===== src/rtl/l1_ahb_mtx_in_stage_if.sv =====
// L1 AHB matrix input stage bundle: master-side address phase and
// matrix-side request, grant and routed data-phase response.
interface l1_ahb_mtx_in_stage_if;

    // Master-side AHB-Lite address phase
    logic        HSELS;
    logic [31:0] HADDRS;
    logic [1:0]  HTRANSS;
    logic        HWRITES;
    logic [2:0]  HSIZES;
    logic [2:0]  HBURSTS;
    logic [3:0]  HPROTS;
    logic        HMASTLOCKS;
    logic        HREADYS;

    // Master-side response
    logic        HREADYOUTS;
    logic        HRESPS;

    // Request and address/control toward decoder and output stages
    logic        sel_m;
    logic [31:0] ADDR_M;
    logic [1:0]  TRANS_M;
    logic        WRITE_M;
    logic [2:0]  SIZE_M;
    logic [2:0]  BURST_M;
    logic [3:0]  PROT_M;
    logic        MASTLOCK_M;
    logic        held_tran;

    // Grant and data-phase response routed back by the output stage
    logic        active_trans;
    logic        readyout_m;
    logic        resp_m;

    modport slave (
        input  HSELS,
        input  HADDRS,
        input  HTRANSS,
        input  HWRITES,
        input  HSIZES,
        input  HBURSTS,
        input  HPROTS,
        input  HMASTLOCKS,
        input  HREADYS,
        output HREADYOUTS,
        output HRESPS,
        output sel_m,
        output ADDR_M,
        output TRANS_M,
        output WRITE_M,
        output SIZE_M,
        output BURST_M,
        output PROT_M,
        output MASTLOCK_M,
        output held_tran,
        input  active_trans,
        input  readyout_m,
        input  resp_m
    );

    modport master (
        output HSELS,
        output HADDRS,
        output HTRANSS,
        output HWRITES,
        output HSIZES,
        output HBURSTS,
        output HPROTS,
        output HMASTLOCKS,
        output HREADYS,
        input  HREADYOUTS,
        input  HRESPS,
        input  sel_m,
        input  ADDR_M,
        input  TRANS_M,
        input  WRITE_M,
        input  SIZE_M,
        input  BURST_M,
        input  PROT_M,
        input  MASTLOCK_M,
        input  held_tran,
        output active_trans,
        output readyout_m,
        output resp_m
    );

endinterface


===== src/rtl/l1_ahb_mtx_in_stage.sv =====
// L1 AHB matrix per-master input stage: holds ungranted address phases.
// Option L1AHBMTX_SEQ_TO_NONSEQ_EN: held SEQ transfers re-issued as NONSEQ.
module l1_ahb_mtx_in_stage (
    input  logic HCLK,
    input  logic HRESETn,
    l1_ahb_mtx_in_stage_if.slave bus
);

    localparam logic [1:0] TR_IDLE = 2'b00;

    typedef enum logic [1:0] {
        ST_IDLE = 2'b00,
        ST_PEND = 2'b01,
        ST_DATA = 2'b10
    } state_t;

    state_t      r_state;
    state_t      w_state_nxt;
    logic        w_accept;
    logic        w_ready;
    logic        w_resp;

    logic        r_held;
    logic [31:0] r_addr;
    logic [1:0]  r_trans;
    logic        r_write;
    logic [2:0]  r_size;
    logic [2:0]  r_burst;
    logic [3:0]  r_prot;
    logic        r_lock;

    logic        w_live_req;
    logic        w_load;
    logic [1:0]  w_held_trans;

    assign w_live_req = bus.HSELS & bus.HREADYS
                      & (bus.HTRANSS != TR_IDLE);

    // While a transfer is held HREADYS is low, so nothing new is captured.
    assign w_load = w_live_req & ~bus.active_trans & ~r_held;

`ifdef L1AHBMTX_SEQ_TO_NONSEQ_EN
    localparam logic [1:0] TR_NSEQ = 2'b10;
    localparam logic [1:0] TR_SEQ  = 2'b11;

    assign w_held_trans = (r_trans == TR_SEQ) ? TR_NSEQ : r_trans;
`else
    assign w_held_trans = r_trans;
`endif

    // Holding register captures an address phase that was not granted.
    always_ff @(posedge HCLK or negedge HRESETn) begin
        if (!HRESETn) begin
            r_addr  <= '0;
            r_trans <= '0;
            r_write <= 1'b0;
            r_size  <= '0;
            r_burst <= '0;
            r_prot  <= '0;
            r_lock  <= 1'b0;
        end else if (w_load) begin
            r_addr  <= bus.HADDRS;
            r_trans <= bus.HTRANSS;
            r_write <= bus.HWRITES;
            r_size  <= bus.HSIZES;
            r_burst <= bus.HBURSTS;
            r_prot  <= bus.HPROTS;
            r_lock  <= bus.HMASTLOCKS;
        end
    end

    // Holding valid: set on an ungranted request, cleared by the grant.
    always_ff @(posedge HCLK or negedge HRESETn) begin
        if (!HRESETn) begin
            r_held <= 1'b0;
        end else if (bus.active_trans) begin
            r_held <= 1'b0;
        end else if (w_load) begin
            r_held <= 1'b1;
        end
    end

    // State register.
    always_ff @(posedge HCLK or negedge HRESETn) begin
        if (!HRESETn) begin
            r_state <= ST_IDLE;
        end else begin
            r_state <= w_state_nxt;
        end
    end

    // Next state and master-facing response; a completing data phase
    // is evaluated as IDLE so pipelined transfers go back to back.
    always_comb begin
        w_state_nxt = r_state;
        w_accept    = 1'b0;
        w_ready     = 1'b1;
        w_resp      = 1'b0;
        unique case (r_state)
            ST_IDLE: begin
                w_accept = 1'b1;
            end
            ST_PEND: begin
                w_ready = 1'b0;
                if (bus.active_trans) begin
                    w_state_nxt = ST_DATA;
                end
            end
            ST_DATA: begin
                w_ready  = bus.readyout_m;
                w_resp   = bus.resp_m;
                w_accept = bus.readyout_m;
            end
            default: begin
                w_state_nxt = ST_IDLE;
            end
        endcase
        if (w_accept) begin
            if (w_live_req && bus.active_trans) begin
                w_state_nxt = ST_DATA;
            end else if (w_live_req) begin
                w_state_nxt = ST_PEND;
            end else begin
                w_state_nxt = ST_IDLE;
            end
        end
    end

    // Address/control mux: held copy has priority over the live bus.
    always_comb begin
        if (r_held) begin
            bus.ADDR_M     = r_addr;
            bus.TRANS_M    = w_held_trans;
            bus.WRITE_M    = r_write;
            bus.SIZE_M     = r_size;
            bus.BURST_M    = r_burst;
            bus.PROT_M     = r_prot;
            bus.MASTLOCK_M = r_lock;
        end else begin
            bus.ADDR_M     = bus.HADDRS;
            bus.TRANS_M    = w_live_req ? bus.HTRANSS : TR_IDLE;
            bus.WRITE_M    = bus.HWRITES;
            bus.SIZE_M     = bus.HSIZES;
            bus.BURST_M    = bus.HBURSTS;
            bus.PROT_M     = bus.HPROTS;
            bus.MASTLOCK_M = bus.HMASTLOCKS;
        end
    end

    assign bus.sel_m      = r_held | w_live_req;
    assign bus.held_tran  = r_held;
    assign bus.HREADYOUTS = w_ready;
    assign bus.HRESPS     = w_resp;

endmodule

===== src/flat_wrapper.sv =====
// flat-port wrapper written by rule: the top's interface ports become plain ports
module l1_ahb_mtx_in_stage_flat 
  (HCLK, HRESETn, bus_HSELS, bus_HADDRS, bus_HTRANSS, bus_HWRITES, bus_HSIZES, bus_HBURSTS, bus_HPROTS, bus_HMASTLOCKS, bus_HREADYS, bus_HREADYOUTS, bus_HRESPS, bus_sel_m, bus_ADDR_M, bus_TRANS_M, bus_WRITE_M, bus_SIZE_M, bus_BURST_M, bus_PROT_M, bus_MASTLOCK_M, bus_held_tran, bus_active_trans, bus_readyout_m, bus_resp_m);
  l1_ahb_mtx_in_stage_if bus_i ();
  input  logic HCLK;
  input  logic HRESETn;
  input wire logic [$bits(bus_i.HSELS)-1:0] bus_HSELS;
  input wire logic [$bits(bus_i.HADDRS)-1:0] bus_HADDRS;
  input wire logic [$bits(bus_i.HTRANSS)-1:0] bus_HTRANSS;
  input wire logic [$bits(bus_i.HWRITES)-1:0] bus_HWRITES;
  input wire logic [$bits(bus_i.HSIZES)-1:0] bus_HSIZES;
  input wire logic [$bits(bus_i.HBURSTS)-1:0] bus_HBURSTS;
  input wire logic [$bits(bus_i.HPROTS)-1:0] bus_HPROTS;
  input wire logic [$bits(bus_i.HMASTLOCKS)-1:0] bus_HMASTLOCKS;
  input wire logic [$bits(bus_i.HREADYS)-1:0] bus_HREADYS;
  output wire logic [$bits(bus_i.HREADYOUTS)-1:0] bus_HREADYOUTS;
  output wire logic [$bits(bus_i.HRESPS)-1:0] bus_HRESPS;
  output wire logic [$bits(bus_i.sel_m)-1:0] bus_sel_m;
  output wire logic [$bits(bus_i.ADDR_M)-1:0] bus_ADDR_M;
  output wire logic [$bits(bus_i.TRANS_M)-1:0] bus_TRANS_M;
  output wire logic [$bits(bus_i.WRITE_M)-1:0] bus_WRITE_M;
  output wire logic [$bits(bus_i.SIZE_M)-1:0] bus_SIZE_M;
  output wire logic [$bits(bus_i.BURST_M)-1:0] bus_BURST_M;
  output wire logic [$bits(bus_i.PROT_M)-1:0] bus_PROT_M;
  output wire logic [$bits(bus_i.MASTLOCK_M)-1:0] bus_MASTLOCK_M;
  output wire logic [$bits(bus_i.held_tran)-1:0] bus_held_tran;
  input wire logic [$bits(bus_i.active_trans)-1:0] bus_active_trans;
  input wire logic [$bits(bus_i.readyout_m)-1:0] bus_readyout_m;
  input wire logic [$bits(bus_i.resp_m)-1:0] bus_resp_m;
  assign bus_i.HSELS = bus_HSELS;
  assign bus_i.HADDRS = bus_HADDRS;
  assign bus_i.HTRANSS = bus_HTRANSS;
  assign bus_i.HWRITES = bus_HWRITES;
  assign bus_i.HSIZES = bus_HSIZES;
  assign bus_i.HBURSTS = bus_HBURSTS;
  assign bus_i.HPROTS = bus_HPROTS;
  assign bus_i.HMASTLOCKS = bus_HMASTLOCKS;
  assign bus_i.HREADYS = bus_HREADYS;
  assign bus_HREADYOUTS = bus_i.HREADYOUTS;
  assign bus_HRESPS = bus_i.HRESPS;
  assign bus_sel_m = bus_i.sel_m;
  assign bus_ADDR_M = bus_i.ADDR_M;
  assign bus_TRANS_M = bus_i.TRANS_M;
  assign bus_WRITE_M = bus_i.WRITE_M;
  assign bus_SIZE_M = bus_i.SIZE_M;
  assign bus_BURST_M = bus_i.BURST_M;
  assign bus_PROT_M = bus_i.PROT_M;
  assign bus_MASTLOCK_M = bus_i.MASTLOCK_M;
  assign bus_held_tran = bus_i.held_tran;
  assign bus_i.active_trans = bus_active_trans;
  assign bus_i.readyout_m = bus_readyout_m;
  assign bus_i.resp_m = bus_resp_m;
  l1_ahb_mtx_in_stage u_core (.HCLK(HCLK), .HRESETn(HRESETn), .bus(bus_i));
endmodule

===== config.mk =====
export PLATFORM = sky130hd
export DESIGN_NAME = l1_ahb_mtx_in_stage_flat
export DESIGN_NICKNAME = d
export VERILOG_FILES = /design/src/rtl/l1_ahb_mtx_in_stage_if.sv /design/src/rtl/l1_ahb_mtx_in_stage.sv /design/src/flat_wrapper.sv
export SDC_FILE = /design/constraint.sdc
export NUM_CORES = 1
export LEC_CHECK = 0
export ABC_AREA = 1
export CAP_MARGIN = 20
export CORE_MARGIN = 2
export CORE_UTILIZATION = 35
export DETAILED_ROUTE_END_ITERATION = 8
export PLACE_DENSITY = 0.68
export SYNTH_ARGS = -nofsm -noshare
export SYNTH_HDL_FRONTEND = slang
export SYNTH_SLANG_ARGS = --single-unit

===== constraint.sdc =====
create_clock -name HCLK -period 1.2 [get_ports HCLK]
set_clock_uncertainty 0.1 [all_clocks]
set_input_delay 0.24 -clock HCLK [delete_from_list [all_inputs] [get_ports HCLK]]
set_output_delay 0.24 -clock HCLK [all_outputs]
set_load 0.05 [all_outputs]

# Yosys cells after proc, flatten, opt, wreduce, memory -nomap -nowiden
# Cells that the tools add are included.
[op_classes]
n_mux = 18
n_bitwise = 7
reduce_logical = 6
eq_ne = 4
[op_table]
columns = ["operator", "count"]
rows = [
  ["two-way mux 32 bit", 1],
  ["two-way mux 2 bit", 5],
  ["two-way mux 1 bit", 6],
  ["two-way mux 3 bit", 2],
  ["bitwise AND 1 bit", 4],
  ["two-way mux 4 bit", 1],
  ["case mux 1 bit (2 select lines)", 2],
  ["case mux 2 bit (2 select lines)", 1],
  ["nonzero test 2 bit", 2],
  ["!= test 3 x 2 -> 1 bit (second input constant)", 1],
  ["equality test 2 x 1 -> 1 bit (second input constant)", 1],
  ["equality test 2 bit (second input constant)", 1],
  ["logical NOT 2 bit", 1],
  ["!= test 2 x 1 -> 1 bit (second input constant)", 1],
  ["NOT 1 bit", 2],
  ["AND reduction 2 bit", 1],
  ["OR reduction 2 bit", 1],
  ["logical AND 1 bit", 1],
  ["OR 1 bit", 1],
]
[word_totals]
elab_cells = 44
ff_bits = 49
inputBits = 53
out_inout_bits = 50

# Logic depth before layout (Yosys ltp)
[logic_depth]
depth_word = 6
mapped_depth = 8
depth_no_buf = 7

# Worst setup path after synthesis
# OpenSTA, ideal clock, no wires.
[synth_path]
path_type = "register -> output"
startpoint = "reg u_core.r_held (netlist: u_core.bus.held_tran)"
endpoint = "out bus_TRANS_M[0]"
slack_ns = -1.302
n_path_buf = 2
arrival_time_ns = 2.162
t_required_ns = 0.860
path_stages_with_launch = 4
path_cell_list = "dfrtp_1 -> buf_6 -> buf_2 -> o31ai_1"
[synth_between]
elab_chain_len = 1
[synth_rtl]
columns = ["item", "line", "rtl"]
rows = [
  ["start: declaration", "l1_ahb_mtx_in_stage.sv:23", "logic r_held;"],
  ["start signal: assignment", "l1_ahb_mtx_in_stage.sv:75", "r_held <= 1'b0;"],
  ["start signal: assignment", "l1_ahb_mtx_in_stage.sv:77", "r_held <= 1'b0;"],
  ["start signal: assignment", "l1_ahb_mtx_in_stage.sv:79", "r_held <= 1'b1;"],
  ["two-way mux 2 bit", "l1_ahb_mtx_in_stage.sv:131", "if (r_held) begin"],
  ["end: declaration", "flat_wrapper.sv:20", "output wire logic [$bits(bus_i.TRANS_M)-1:0] bus_TRANS_M;"],
]
# No other way between the ends.

# Worst setup path after layout
[layout_path]
startpoint = "reg u_core.r_held (netlist: u_core.bus.held_tran)"
endpoint = "reg u_core.r_addr[0]"
[layout_between]
elab_chain_len = 2
[layout_rtl]
columns = ["item", "line", "rtl"]
rows = [
  ["NOT 1 bit", "l1_ahb_mtx_in_stage.sv:40", "assign w_load = w_live_req & ~bus.active_trans & ~r_held;"],
  ["bitwise AND 1 bit", "l1_ahb_mtx_in_stage.sv:40", ""],
  ["end signal: assignment", "l1_ahb_mtx_in_stage.sv:62", "r_addr <= bus.HADDRS;"],
  ["end: declaration", "l1_ahb_mtx_in_stage.sv:24", "logic [31:0] r_addr;"],
]
# No other way between the ends.
# A chain may end at the register's enable or synchronous reset.

==> run metrics <==
Cell Count, Final, Fillers Out=652; Pre-Repair DR Iteration Count=4; final wirelength=9470 um; switching share of power=0.380; hold_ws=0.320 ns; Mapped Cells=371; HP Class=input pin to flip-flop; syn nets=approximately 420; pwr dens=1050 nW/um^2; synth unique cells=19; htree depth=2; yosys warns=0; 1st-iter DRT viols=140; clock sinks=49; CTS root buffer=clkbuf_8; Max-slew headroom=0.820; top-area cell type share of the netlist area=0.426; I/O pins=103; via count=around 3100; worst skew pair latency=0.29 ns; Worst Path Class, Setup=flip-flop to flip-flop; port bufs=102; die area=8960 sq um; Worst EP arrival=between 1.5 and 2 ns; min Tclk post-route=1.75 ns; Die Y=94.7 um; Reg area=1230 sq um; Die X-Extent=94.7 um; FP Rows=33; Area Overhead vs Synth=96.4%; multi-input combinational cell area=1850 sq um; final period utilization=1.46; pin count of the biggest net entering global routing=50; first-pass GRT wire length=14800 um; fin nets=600; synth top area cells=dfrtp_1 (43%), nand2_1 (30%), nand3_2 (14%); number of global-route vias before repair=3086; RSZ-0062 raised after global routing=true; Final Hold Fails=0; slowest stage cell, crit path=dfrtp_2; sequential share of power=0.378; max-slew violations=0; CP Cell Sequence=buf_4, buf_6, buf_6, nor2_8, nand2_8, buf_12, buf_16, nand2_1, nand2_1; Max-cap violations=0; CTS tree=yes; CP startpoint kind=flip-flop; CTS buffer count=5; Final Worst Setup Slack=-0.553 ns; Seq/Total Area, Yosys=0.426; failing checks=setup timing; clk slew on worst S/H paths=0.09 ns; Mapped Area=2880 sq um; Fmax=0.570 GHz; diode count=0; worst-case clock buffer depth=2; highest fanout seen on the critical path=8; placed cells=618; slowest stage delay, CP=roughly 0.48 ns; Pint=roughly 3.7 mW; post-synth top area cell=dfrtp_1; P_leak=2.78 nW; Core Region=8090 sq um; FILL cells=612; DP HPWL=~5400 um; drt drc=0; Worst Setup End Kind=flip-flop; Slew @ Worst Pin=0.270 ns; syn avg cell area=~7.8 sq um; number of routed nets with antenna violations=0; Starting Density=0.355; antenna violations before repair=0; Req. time, crit path=1.29 ns; status=finished, violations left; Max IR drop VDD=0.000614 V; Remaining Overflow, GRT=0; Yosys reg bits=49; Vias/cell=about 4.7; clock share of power=0.165; Switch Pwr=about 2.2 mW; final setup vio count=96; share of layout cells above drive strength 1=0.534; GRT Overall Usage=0.210; WL per Instance=14.5 um; combinational power share=0.458; gpl congestion=around 0.77
-- stage by stage --
step	worst slack (ns)	utilization	setup TNS, ns	power (mW)	instance area (sq um)
2_1_floorplan	-0.475	-	-23.98	3.63	3220
3_3_place_gp	-0.505	0.573	-34.22	4.38	4640
3_5_place_dp	-0.551	0.573	-36.05	4.43	4640
4_1_cts	-0.517	0.662	-37.16	5.77	5360
5_1_grt	-0.615	0.698	-51.47	6.23	5650
6_report	-0.553	0.698	-46.51	5.92	5650
-- critical path, delay by kind of cell, from the launching register on --
kind / cells / cell delay [ns]
buffers and inverters: 5 / 0.65
flip-flops: 1 / 0.48
AND/OR/NAND/NOR: 4 / 0.41
-- cell type report --
cell class / instances / share of cell area
multi-input combinational: 291 / 0.328
clock buffer: 6 / 0.0146
inverter: 7 / 0.00775
clock inverter: 1 / 0.00133
tap: 105 / 0.0233
timing repair buffer: 193 / 0.408
sequential: 49 / 0.217
-- flip-flops by register name (all words and copies together) (netlist names) --
name                  count
u_core.bus.held_tran      1
u_core.r_lock             1
u_core.r_state            2
u_core.r_write            1
u_core.r_addr            32
u_core.r_burst            3
u_core.r_size             3
u_core.r_prot             4
u_core.r_trans            2
-- Yosys cell counts --
cell and instances:
o21ai_0 1, a21oi_1 1, inv_2 1, buf_2 10
nor2_1 2, nand3_2 40, clkbuf_1 3, inv_1 5
dfrtp_1 49, nor2_8 1, buf_12 5, nand3_1 8
buf_6 6, inv_4 1, nand2_1 233, nand2_4 1
o21a_1 1, o31ai_1 2, nand2_2 1
-- final timing paths --
| check | from | end | slack (ns) | depth (start not counted) |
|---|---|---|---|---|
| max | u_core.bus.held_tran | u_core.r_addr[0] | -0.55 | 9 |
| min | bus_HTRANSS[0] | u_core.r_trans[0] | 0.32 | 4 |
| max reg2reg | u_core.bus.held_tran | u_core.r_addr[0] | -0.55 | 9 |
| min reg2reg | u_core.r_write | u_core.r_write | 0.39 | 2 |
| max in group asynchronous | HRESETn | u_core.bus.held_tran | 0.41 | 3 |
| min in group asynchronous | HRESETn | u_core.r_addr[16] | 0.36 | 3 |
-- power groups by stage --
stage | Clock, mW | Sequential [mW] | Combinational [mW]
floorplan | 0 | 2.16 | 1.47
global placement | 0 | 2.20 | 2.18
detailed placement | 0 | 2.21 | 2.22
CTS | 1.01 | 2.19 | 2.56
global route | 1.07 | 2.27 | 2.89
finish | 0.974 | 2.24 | 2.71
-- placed cells by master, fill, tap and decap left out, types with 2 or more instances in the layout --
master,instances
dlygate4sd2_1,4
nand2_4,34
dfrtp_1,48
buf_16,8
nand2_1,150
o31ai_4,2
buf_8,10
nand2_2,50
buf_4,52
buf_6,46
clkbuf_16,3
buf_12,20
clkdlybuf4s50_1,47
clkbuf_8,6
inv_2,4
nand3_2,47
-- layer usage --
layer  routed length [um]  GRT usage  part of all wire  up-vias
li1                     -          -                 -     1504
met1                 4100      0.282              0.43     1458
met2                 4810      0.356              0.51       90
met3                  492     0.0367             0.052        4
met4                   66     0.0447            0.0070        0
met5                    0          0                 0        -
-- cell families (layout without fill, tap and decap cells) --
logic type	after synthesis	in the layout	synth area share
compound gates	5	5	0.0113
buf+inv	31	207	0.0896
flops	49	49	0.426
simple gates	286	286	0.473
-- repair_timing --
item | 4_1_cts | 5_1_grt
hold buffers | 1 | 0
setup buffers | 10 | 4
pin swaps | 7 | 3
endpoints found under the hold margin | 49 | 0
resized for setup | 90 | 54
cloned | 9 | 3
setup endpoints to repair | 98 | 96
Note: power is estimated with default switching activity, not from simulation.
